**config.mk**
```make
export PLATFORM = sky130hd
export DESIGN_NAME = fifo_param
export DESIGN_NICKNAME = d
export VERILOG_FILES = /design/src/rtl/fifo_param.sv
export SDC_FILE = /design/constraint.sdc
export NUM_CORES = 1
export LEC_CHECK = 0
export ABC_CLOCK_PERIOD_IN_PS = 2000
export CELL_PAD_IN_SITES_DETAIL_PLACEMENT = 1
export CELL_PAD_IN_SITES_GLOBAL_PLACEMENT = 1
export CORE_MARGIN = 5
export CORE_UTILIZATION = 46
export DETAILED_ROUTE_END_ITERATION = 8
export PLACE_DENSITY = 0.76
export SLEW_MARGIN = 0
export SYNTH_ARGS = -nofsm -noshare
export SYNTH_HDL_FRONTEND = slang
export SYNTH_SLANG_ARGS = --single-unit
```
**constraint.sdc**
```tcl
create_clock -name CLK -period 2 [get_ports CLK]
set_clock_uncertainty 0.05 [all_clocks]
set_input_delay 0.4 -clock CLK [delete_from_list [all_inputs] [get_ports CLK]]
set_output_delay 0.4 -clock CLK [all_outputs]
set_load 0.05 [all_outputs]
```
**src/rtl/fifo_param.sv**
```systemverilog
// Parametrised single-clock FIFO with occupancy count, threshold flags,
// sticky overflow/underflow errors and optional first-word-fall-through output.
module fifo_param #(
  parameter int WIDTH      = 8,
  parameter int DEPTH_LOG2 = 4,
  parameter int AF_LEVEL   = 14,
  parameter int AE_LEVEL   = 2,
  parameter int FWFT       = 0
) (
  input  logic                  CLK,
  input  logic                  RST,
  input  logic [WIDTH-1:0]      Din,
  input  logic                  WR_EN,
  input  logic                  RD_EN,
  input  logic                  CLR_ERR,
  output logic [WIDTH-1:0]      Dout,
  output logic                  Valid,
  output logic                  Empty,
  output logic                  Full,
  output logic                  AlmostFull,
  output logic                  AlmostEmpty,
  output logic [DEPTH_LOG2:0]   Count,
  output logic                  Overflow,
  output logic                  Underflow
);

  localparam int DEPTH = 1 << DEPTH_LOG2;
  localparam int CNT_W = DEPTH_LOG2 + 1;
  localparam logic [DEPTH_LOG2:0] FULL_COUNT = CNT_W'(DEPTH);
  localparam logic [DEPTH_LOG2:0] AF_COUNT   = CNT_W'(AF_LEVEL);
  localparam logic [DEPTH_LOG2:0] AE_COUNT   = CNT_W'(AE_LEVEL);

  logic [WIDTH-1:0]      mem [DEPTH];
  logic [DEPTH_LOG2-1:0] wr_ptr;
  logic [DEPTH_LOG2-1:0] rd_ptr;
  logic [DEPTH_LOG2:0]   count_q;
  logic [DEPTH_LOG2:0]   count_next;
  logic                  empty_q;
  logic                  full_q;
  logic                  almost_full_q;
  logic                  almost_empty_q;
  logic                  overflow_q;
  logic                  underflow_q;
  logic                  rd_accept;
  logic                  wr_accept;
  logic                  overflow_set;
  logic                  underflow_set;

  // A read frees a slot in the same edge, so a full FIFO can still accept a write.
  assign rd_accept     = RD_EN && !empty_q;
  assign wr_accept     = WR_EN && (!full_q || rd_accept);
  assign overflow_set  = WR_EN && full_q && !rd_accept;
  assign underflow_set = RD_EN && empty_q;

  always_comb begin
    count_next = count_q;
    if (wr_accept && !rd_accept)
      count_next = count_q + 1'b1;
    else if (rd_accept && !wr_accept)
      count_next = count_q - 1'b1;
  end

  always_ff @(posedge CLK) begin
    if (wr_accept)
      mem[wr_ptr] <= Din;
  end

  // Status flags are registered from the next count so they are exact after each edge.
  always_ff @(posedge CLK or negedge RST) begin
    if (!RST) begin
      wr_ptr         <= '0;
      rd_ptr         <= '0;
      count_q        <= '0;
      empty_q        <= 1'b1;
      full_q         <= 1'b0;
      almost_full_q  <= 1'b0;
      almost_empty_q <= 1'b1;
      overflow_q     <= 1'b0;
      underflow_q    <= 1'b0;
    end else begin
      if (wr_accept)
        wr_ptr <= wr_ptr + 1'b1;
      if (rd_accept)
        rd_ptr <= rd_ptr + 1'b1;
      count_q        <= count_next;
      empty_q        <= (count_next == '0);
      full_q         <= (count_next == FULL_COUNT);
      almost_full_q  <= (count_next >= AF_COUNT);
      almost_empty_q <= (count_next <= AE_COUNT);
      overflow_q     <= overflow_set  || (overflow_q  && !CLR_ERR);
      underflow_q    <= underflow_set || (underflow_q && !CLR_ERR);
    end
  end

  generate
    if (FWFT != 0) begin : g_fwft
      assign Dout  = mem[rd_ptr];
      assign Valid = !empty_q;
    end else begin : g_std
      logic [WIDTH-1:0] dout_q;
      logic             valid_q;

      always_ff @(posedge CLK or negedge RST) begin
        if (!RST) begin
          dout_q  <= '0;
          valid_q <= 1'b0;
        end else begin
          valid_q <= rd_accept;
          if (rd_accept)
            dout_q <= mem[rd_ptr];
        end
      end

      assign Dout  = dout_q;
      assign Valid = valid_q;
    end
  endgenerate

  assign Empty       = empty_q;
  assign Full        = full_q;
  assign AlmostFull  = almost_full_q;
  assign AlmostEmpty = almost_empty_q;
  assign Count       = count_q;
  assign Overflow    = overflow_q;
  assign Underflow   = underflow_q;

endmodule

```
# Word level (Yosys, flattened, before mapping)
# Memories as Yosys holds them, arrays and structs flattened. A register that Yosys moved wholly into a read port is not among the register bits.
# Index checks and enable logic that the tools add are counted.
# op_classes
n_addsub	4
multipliers	0
div_mod_pow	0
magnitude_cmp	2
n_eq_ne	1
shifts	0
mux	4
bitwise	0
reduce_logical	19
# op_table
op	n
$mux W5	2
$logic_and A1 B1 Y1	9
$add A4 B1 Y4 const B	2
$logic_not A1 Y1	6
$add A5 B1 Y5 const B	1
$eq A5 B5 Y1 const B	1
$ge A5 B4 Y1 const B	1
$le A5 B2 Y1 const B	1
$logic_not A5 Y1	1
$sub A5 B1 Y5 const B	1
$logic_or A1 B1 Y1	3
$mux W1	2
# totals
regBits	20
latchBits	0
ram_bits	128
rom_bits	0
input_bits	13
out_inout_bits	20
elab_cells	41
mem_count	1
# memory_table
memory	depth	width	read_ports	rd_clocked_by_memory_dff	wr	line_no	text
mem	16	8	1	1	1	33	logic [WIDTH-1:0] mem [DEPTH];

# Logic depth before layout (Yosys ltp)
# depth
ltp_word	9
ltp_mapped	7
mapped_depth_nobuf	6

# Worst setup path after synthesis
# No wires, ideal clock.
# synth_path
kind	flip-flop to flip-flop
start	register empty_q (netlist: Empty)
end	memory mem[7][0] (enable)
setup_ps	385
arrival_ps	1818
t_required_ps	1565
slack_ps	-253
path_stages_with_launch	5
path_buffers	0
period_less_slack_ps	2253
cell_sequence	dfstp_2 nand2b_4 a21boi_1 nand2_1 nor3b_1
# synth_between
elab_chain_cells	6
# synth_lines
item	line_no	text
from (decl)	38	logic empty_q;
from (signal assigned)	86	empty_q <= (count_next == '0);
$logic_not A1 Y1	50	assign rd_accept = RD_EN && !empty_q;
$logic_and A1 B1 Y1	50	
$logic_or A1 B1 Y1	51	assign wr_accept = WR_EN && (!full_q || rd_accept);
$logic_and A1 B1 Y1	51	
$mux W1	64	if (wr_accept)
$mux W1 (implied by the code)	65	mem[wr_ptr] <= Din;
to (decl)	33	
# No other way between the ends.

# Worst setup path after layout
# layout_path
start	register empty_q (netlist: Empty)
end	register empty_q (netlist: Empty)
# layout_between
elab_chain_cells	9
elab_cells_between_ends	11
classes_between	2 x mux; 9 x reduce/logical
# layout_lines
item	line_no	text
$logic_not A1 Y1 (*)	50	
$logic_and A1 B1 Y1 (*)	50	
$logic_or A1 B1 Y1	51	
$logic_and A1 B1 Y1	51	
$logic_not A1 Y1	59	else if (rd_accept && !wr_accept)
$logic_and A1 B1 Y1	59	
$mux W5	59	
$mux W5 (*)	57	if (wr_accept && !rd_accept)
$logic_not A5 Y1 (*)	86	
# Mark *: on every way between the ends. The rest lies on a longest branch, timed or not.
# A chain may end at the register's enable or synchronous reset.

==> PnR_summary.wiki <==
{| class="wikitable"
! Metric !! Value
|-
| CTS H-tree depth || 4
|-
| Layout filler cell count || 1321
|-
| Ranking of synthesized cells by area || sky130_fd_sc_hd__edfxtp_1, sky130_fd_sc_hd__dfrtp_1, sky130_fd_sc_hd__mux2i_1
|-
| Net switching power || 4300 µW
|-
| Setup CP Type || reg2reg
|-
| Cells along the critical path || nand2b_4, inv_4, or3_1, or2_1, a31oi_4, nor4b_4
|-
| Die Y || 127 µm
|-
| Port Buffer Count || 32
|-
| Pin count of the biggest net entering global routing || 36
|-
| First-iteration detailed-routing DRC count || 276
|-
| Number of buffers inserted by hold repair at cts || 0
|-
| RSZ-0062 raised after global routing || true
|-
| Number of vias in the routed layout || 3869
|-
| Cell count after placement || 650
|-
| Count of cells along the worst register-to-register path || 6
|-
| GRT Overall Usage || 20.8%
|-
| Max-capacitance violation count || 0
|-
| Primary FF master, synth || sky130_fd_sc_hd__edfxtp_1
|-
| Pin slew with the least headroom to its limit || 0.685 ns
|-
| Cell at the root of the clock tree || sky130_fd_sc_hd__clkbuf_16
|-
| Worst stage delay on the critical path || 0.56 ns
|-
| Part of the power in registers || 37.6%
|-
| Relative contribution of the clock network to total power || 26.2%
|-
| Required time at the worst-slack endpoint || 2.29 ns
|-
| Worst rel slew slack || 54.2%
|-
| Total Neg Setup Slack || 0 ns
|-
| Cell accounting for the most synthesized area || sky130_fd_sc_hd__edfxtp_1
|-
| Number of sinks on the clock net || 156
|-
| Floorplan die area || 16200 µm²
|-
| Antenna cell count || 0
|-
| Fraction of power spent switching nets || 35.9%
|-
| Share of the cycle needed by the critical path after routing || 97.2%
|-
| Final Hold Viols || 0
|-
| Clock buffers created by TritonCTS || 17
|-
| Startpoint of the worst-slack reg-to-reg timing path || Empty
|-
| Maximum fanout encountered on the critical timing path || 6
|-
| Category of the worst setup path launch point || register
|-
| Critical Path Start || Empty
|-
| Highest achievable clock rate || 514 MHz
|-
| Flip-flop and latch count after synthesis || 156
|-
| Number of global-route vias before repair || 4224
|-
| Cell area power density || 1520 nW/µm²
|-
| Net count of the finished layout || 509
|-
| Post-detailed-route wirelength per cell || 23.0 µm
|-
| Row count || 43
|-
| WP depth || 6
|-
| Core region area || 13700 µm²
|-
| Area of the mapped netlist || 6340 µm²
|-
| Number of nets in the synthesized netlist || 425
|-
| Die X-Extent || 127 µm
|-
| CTS max path bufs || 2
|-
| Count of unresolved DRC violations after routing || 0
|-
| Maximum ir drop on the vdd rail || 646 µV
|-
| Drt via density || 5.67
|-
| Gate Count Post-Synth || 405
|-
| Per-instance average area after synthesis || 15.7 µm²
|-
| Critical path's slowest cell || sky130_fd_sc_hd__dfstp_2
|-
| Number of antenna violations at the first check in global routing || 0
|-
| Arrival time at the worst endpoint || 2.23 ns
|-
| Post-route standard cell area excluding fillers || 7860 µm²
|-
| Critical path buffers and inverters || 1
|-
| Distinct cells, synth || 45
|-
| Clock transition at the registers of the reported paths || 0.06 ns
|-
| Final Non-Filler Cells || 682
|-
| Final weighted congestion of routability-driven global placement || 0.779
|-
| Fraction of final layout cells with drive strength greater than 1 || 23.3%
|-
| Final critical path time including I/O delays and setup || 1.94 ns
|-
| Yosys warning count || 0
|-
| Comb pwr share || 36.2%
|-
| CP delay by family, top || simple AND/OR/NAND/NOR gates
|-
| Final Slew Violations || 0
|-
| Total detailed-routing wirelength || 15700 µm
|-
| Total gr overflow || 0
|-
| Top cells by instance count after synthesis || sky130_fd_sc_hd__edfxtp_1, sky130_fd_sc_hd__mux2i_1, sky130_fd_sc_hd__dfrtp_1
|-
| # setup viols final || 0
|-
| Area growth syn-to-layout || 23.9%
|-
| Share of flip-flops with an asynchronous set or reset after synthesis || 17.9%
|-
| Detailed-placement wirelength estimate || 10500 µm
|-
| Number of iterations in the first detailed-routing pass || 6
|-
| Number of routed nets with antenna violations || 0
|-
| Top cell type's share of synthesized area || 60.6%
|-
| Count of flip-flops with a built-in enable after synthesis || 128
|-
| Clock latency on the worst-skew pair || 0.43 ns
|-
| Worst min path class || in2async
|-
| Worst Setup End Kind || register
|-
| Most numerous cell in the Yosys netlist || sky130_fd_sc_hd__edfxtp_1
|-
| Placement-stage cell area || 7260 µm²
|-
| Pint || 7670 µW
|-
| Leakage power total || 0.00299 µW
|-
| Starting Density || 46.2%
|-
| Final Total Pwr || 12000 µW
|-
| Top-level I/O count || 33
|-
| Global-route wire length before repair || 24900 µm
|-
| Outcome || completed
|-
| Sequential share of the synthesized area || 71.7%
|-
| Clock tree from TritonCTS || yes
|}
## per-stage QoR
step / worst slack (ns) / utilization [%] / hold slack, ns
5_1_grt: -0.00811 / 57.3 / 0.364
4_1_cts: 0.0213 / 57.2 / 0.334
3_3_place_gp: -0.232 / 52.9 / 0.463
2_1_floorplan: 0.00280 / - / 0.0544
6_report: 0.0557 / 57.3 / 0.337
3_5_place_dp: -0.349 / 52.9 / 0.485
## state kept, by name, indices dropped and copies added, names as in the netlist
signal	flops
AlmostEmpty	1
AlmostFull	1
Count	5
Dout	8
Empty	1
Full	1
Overflow	1
Underflow	1
Valid	1
mem	128
rd_ptr	4
wr_ptr	4
## cell usage in the layout (no fill, tap or decap), types with 3 or more instances in the layout
cell	netlist	routed
sky130_fd_sc_hd__ha_1	7	7
sky130_fd_sc_hd__and4_1	4	4
sky130_fd_sc_hd__buf_12	0	6
sky130_fd_sc_hd__clkinvlp_4	0	3
sky130_fd_sc_hd__dlygate4sd2_1	0	9
sky130_fd_sc_hd__inv_1	6	5
sky130_fd_sc_hd__o22ai_1	24	24
sky130_fd_sc_hd__nand2b_1	3	3
sky130_fd_sc_hd__o21ai_0	11	11
sky130_fd_sc_hd__clkdlybuf4s50_1	0	12
sky130_fd_sc_hd__clkbuf_16	0	17
sky130_fd_sc_hd__dfrtp_1	26	23
sky130_fd_sc_hd__nor4_1	16	16
sky130_fd_sc_hd__and2_1	4	4
sky130_fd_sc_hd__nand3_1	3	3
sky130_fd_sc_hd__xnor2_2	3	3
sky130_fd_sc_hd__edfxtp_1	128	128
sky130_fd_sc_hd__and3_1	7	7
sky130_fd_sc_hd__xnor2_1	7	7
sky130_fd_sc_hd__buf_4	5	61
sky130_fd_sc_hd__nand2_1	9	9
sky130_fd_sc_hd__nor3_1	12	11
sky130_fd_sc_hd__clkinv_2	0	4
sky130_fd_sc_hd__nor2_1	23	23
sky130_fd_sc_hd__mux2i_1	64	64
## layer usage
| layer | up-vias | track usage, % | routed length, µm |
|---|---|---|---|
| met2 | 102 | 35.4 | 7900 |
| met5 | - | 0 | 0 |
| met3 | 31 | 4.43 | 774 |
| met4 | 0 | 8.52 | 426 |
| li1 | 1733 | - | - |
| met1 | 2003 | 26.0 | 6570 |
## worst reg2reg max path, cell delays in order, from the launching register on
cell and delay [ns]:
sky130_fd_sc_hd__dfstp_2 0.56, sky130_fd_sc_hd__nand2b_4 0.16, sky130_fd_sc_hd__inv_4 0.06, sky130_fd_sc_hd__or3_1 0.35
sky130_fd_sc_hd__or2_1 0.27, sky130_fd_sc_hd__a31oi_4 0.17, sky130_fd_sc_hd__nor4b_4 0.23
## power by group through the flow
stage                     registers, µW  clock network [µW]  logic, µW
after global routing               4570                3330       4620
after detailed placement           4570                   0       4300
after CTS                          4510                3190       4330
after global placement             4510                   0       4130
final                              4500                3140       4330
after floorplan                    4970                   0       2220
## path summary, 6_finish.rpt
path / to / slack (ns)
max in group asynchronous: rd_ptr[0] / 1.20
min: Dout[5] / 0.34
max reg2reg: Empty / 0.06
max: Empty / 0.06
min reg2reg: Underflow / 0.49
min in group CLK: Underflow / 0.49
## kinds of logic (layout without fill, tap and decap cells)
kind of cell               after synthesis  after routing  synth area share (%)
adders and majority gates                7              7                  1.38
muxes                                   64             64                  10.1
DFF                                    156            156                  71.7
xor gates and xnor gates                10             10                  1.74
and+or+nand+nor                         91             91                  7.95
AOI/OAI and AO/OA                       47             47                  4.97
buffers and inverters                   30            127                  2.21
## final cells by class
type                            instances  area, µm²  share of cell area (%)
Clock buffer                           21        460                    5.86
Timing Repair Buffer                   88        777                    9.88
Multi-Input combinational cell        219       1700                    21.6
Sequential cell                       156       4550                    57.9
Clock inverter                         11        120                    1.53
Inverter                                7       28.8                   0.366
Tap cell                              180        225                    2.86
## timing repair
| action | CTS | global route |
|---|---|---|
| endpoints found under the setup margin | 10 | 3 |
| setup buffers | 0 | 0 |
| gates resized for setup | 11 | 3 |
| pin swaps | 0 | 2 |
(Power assumes the default switching activity.)
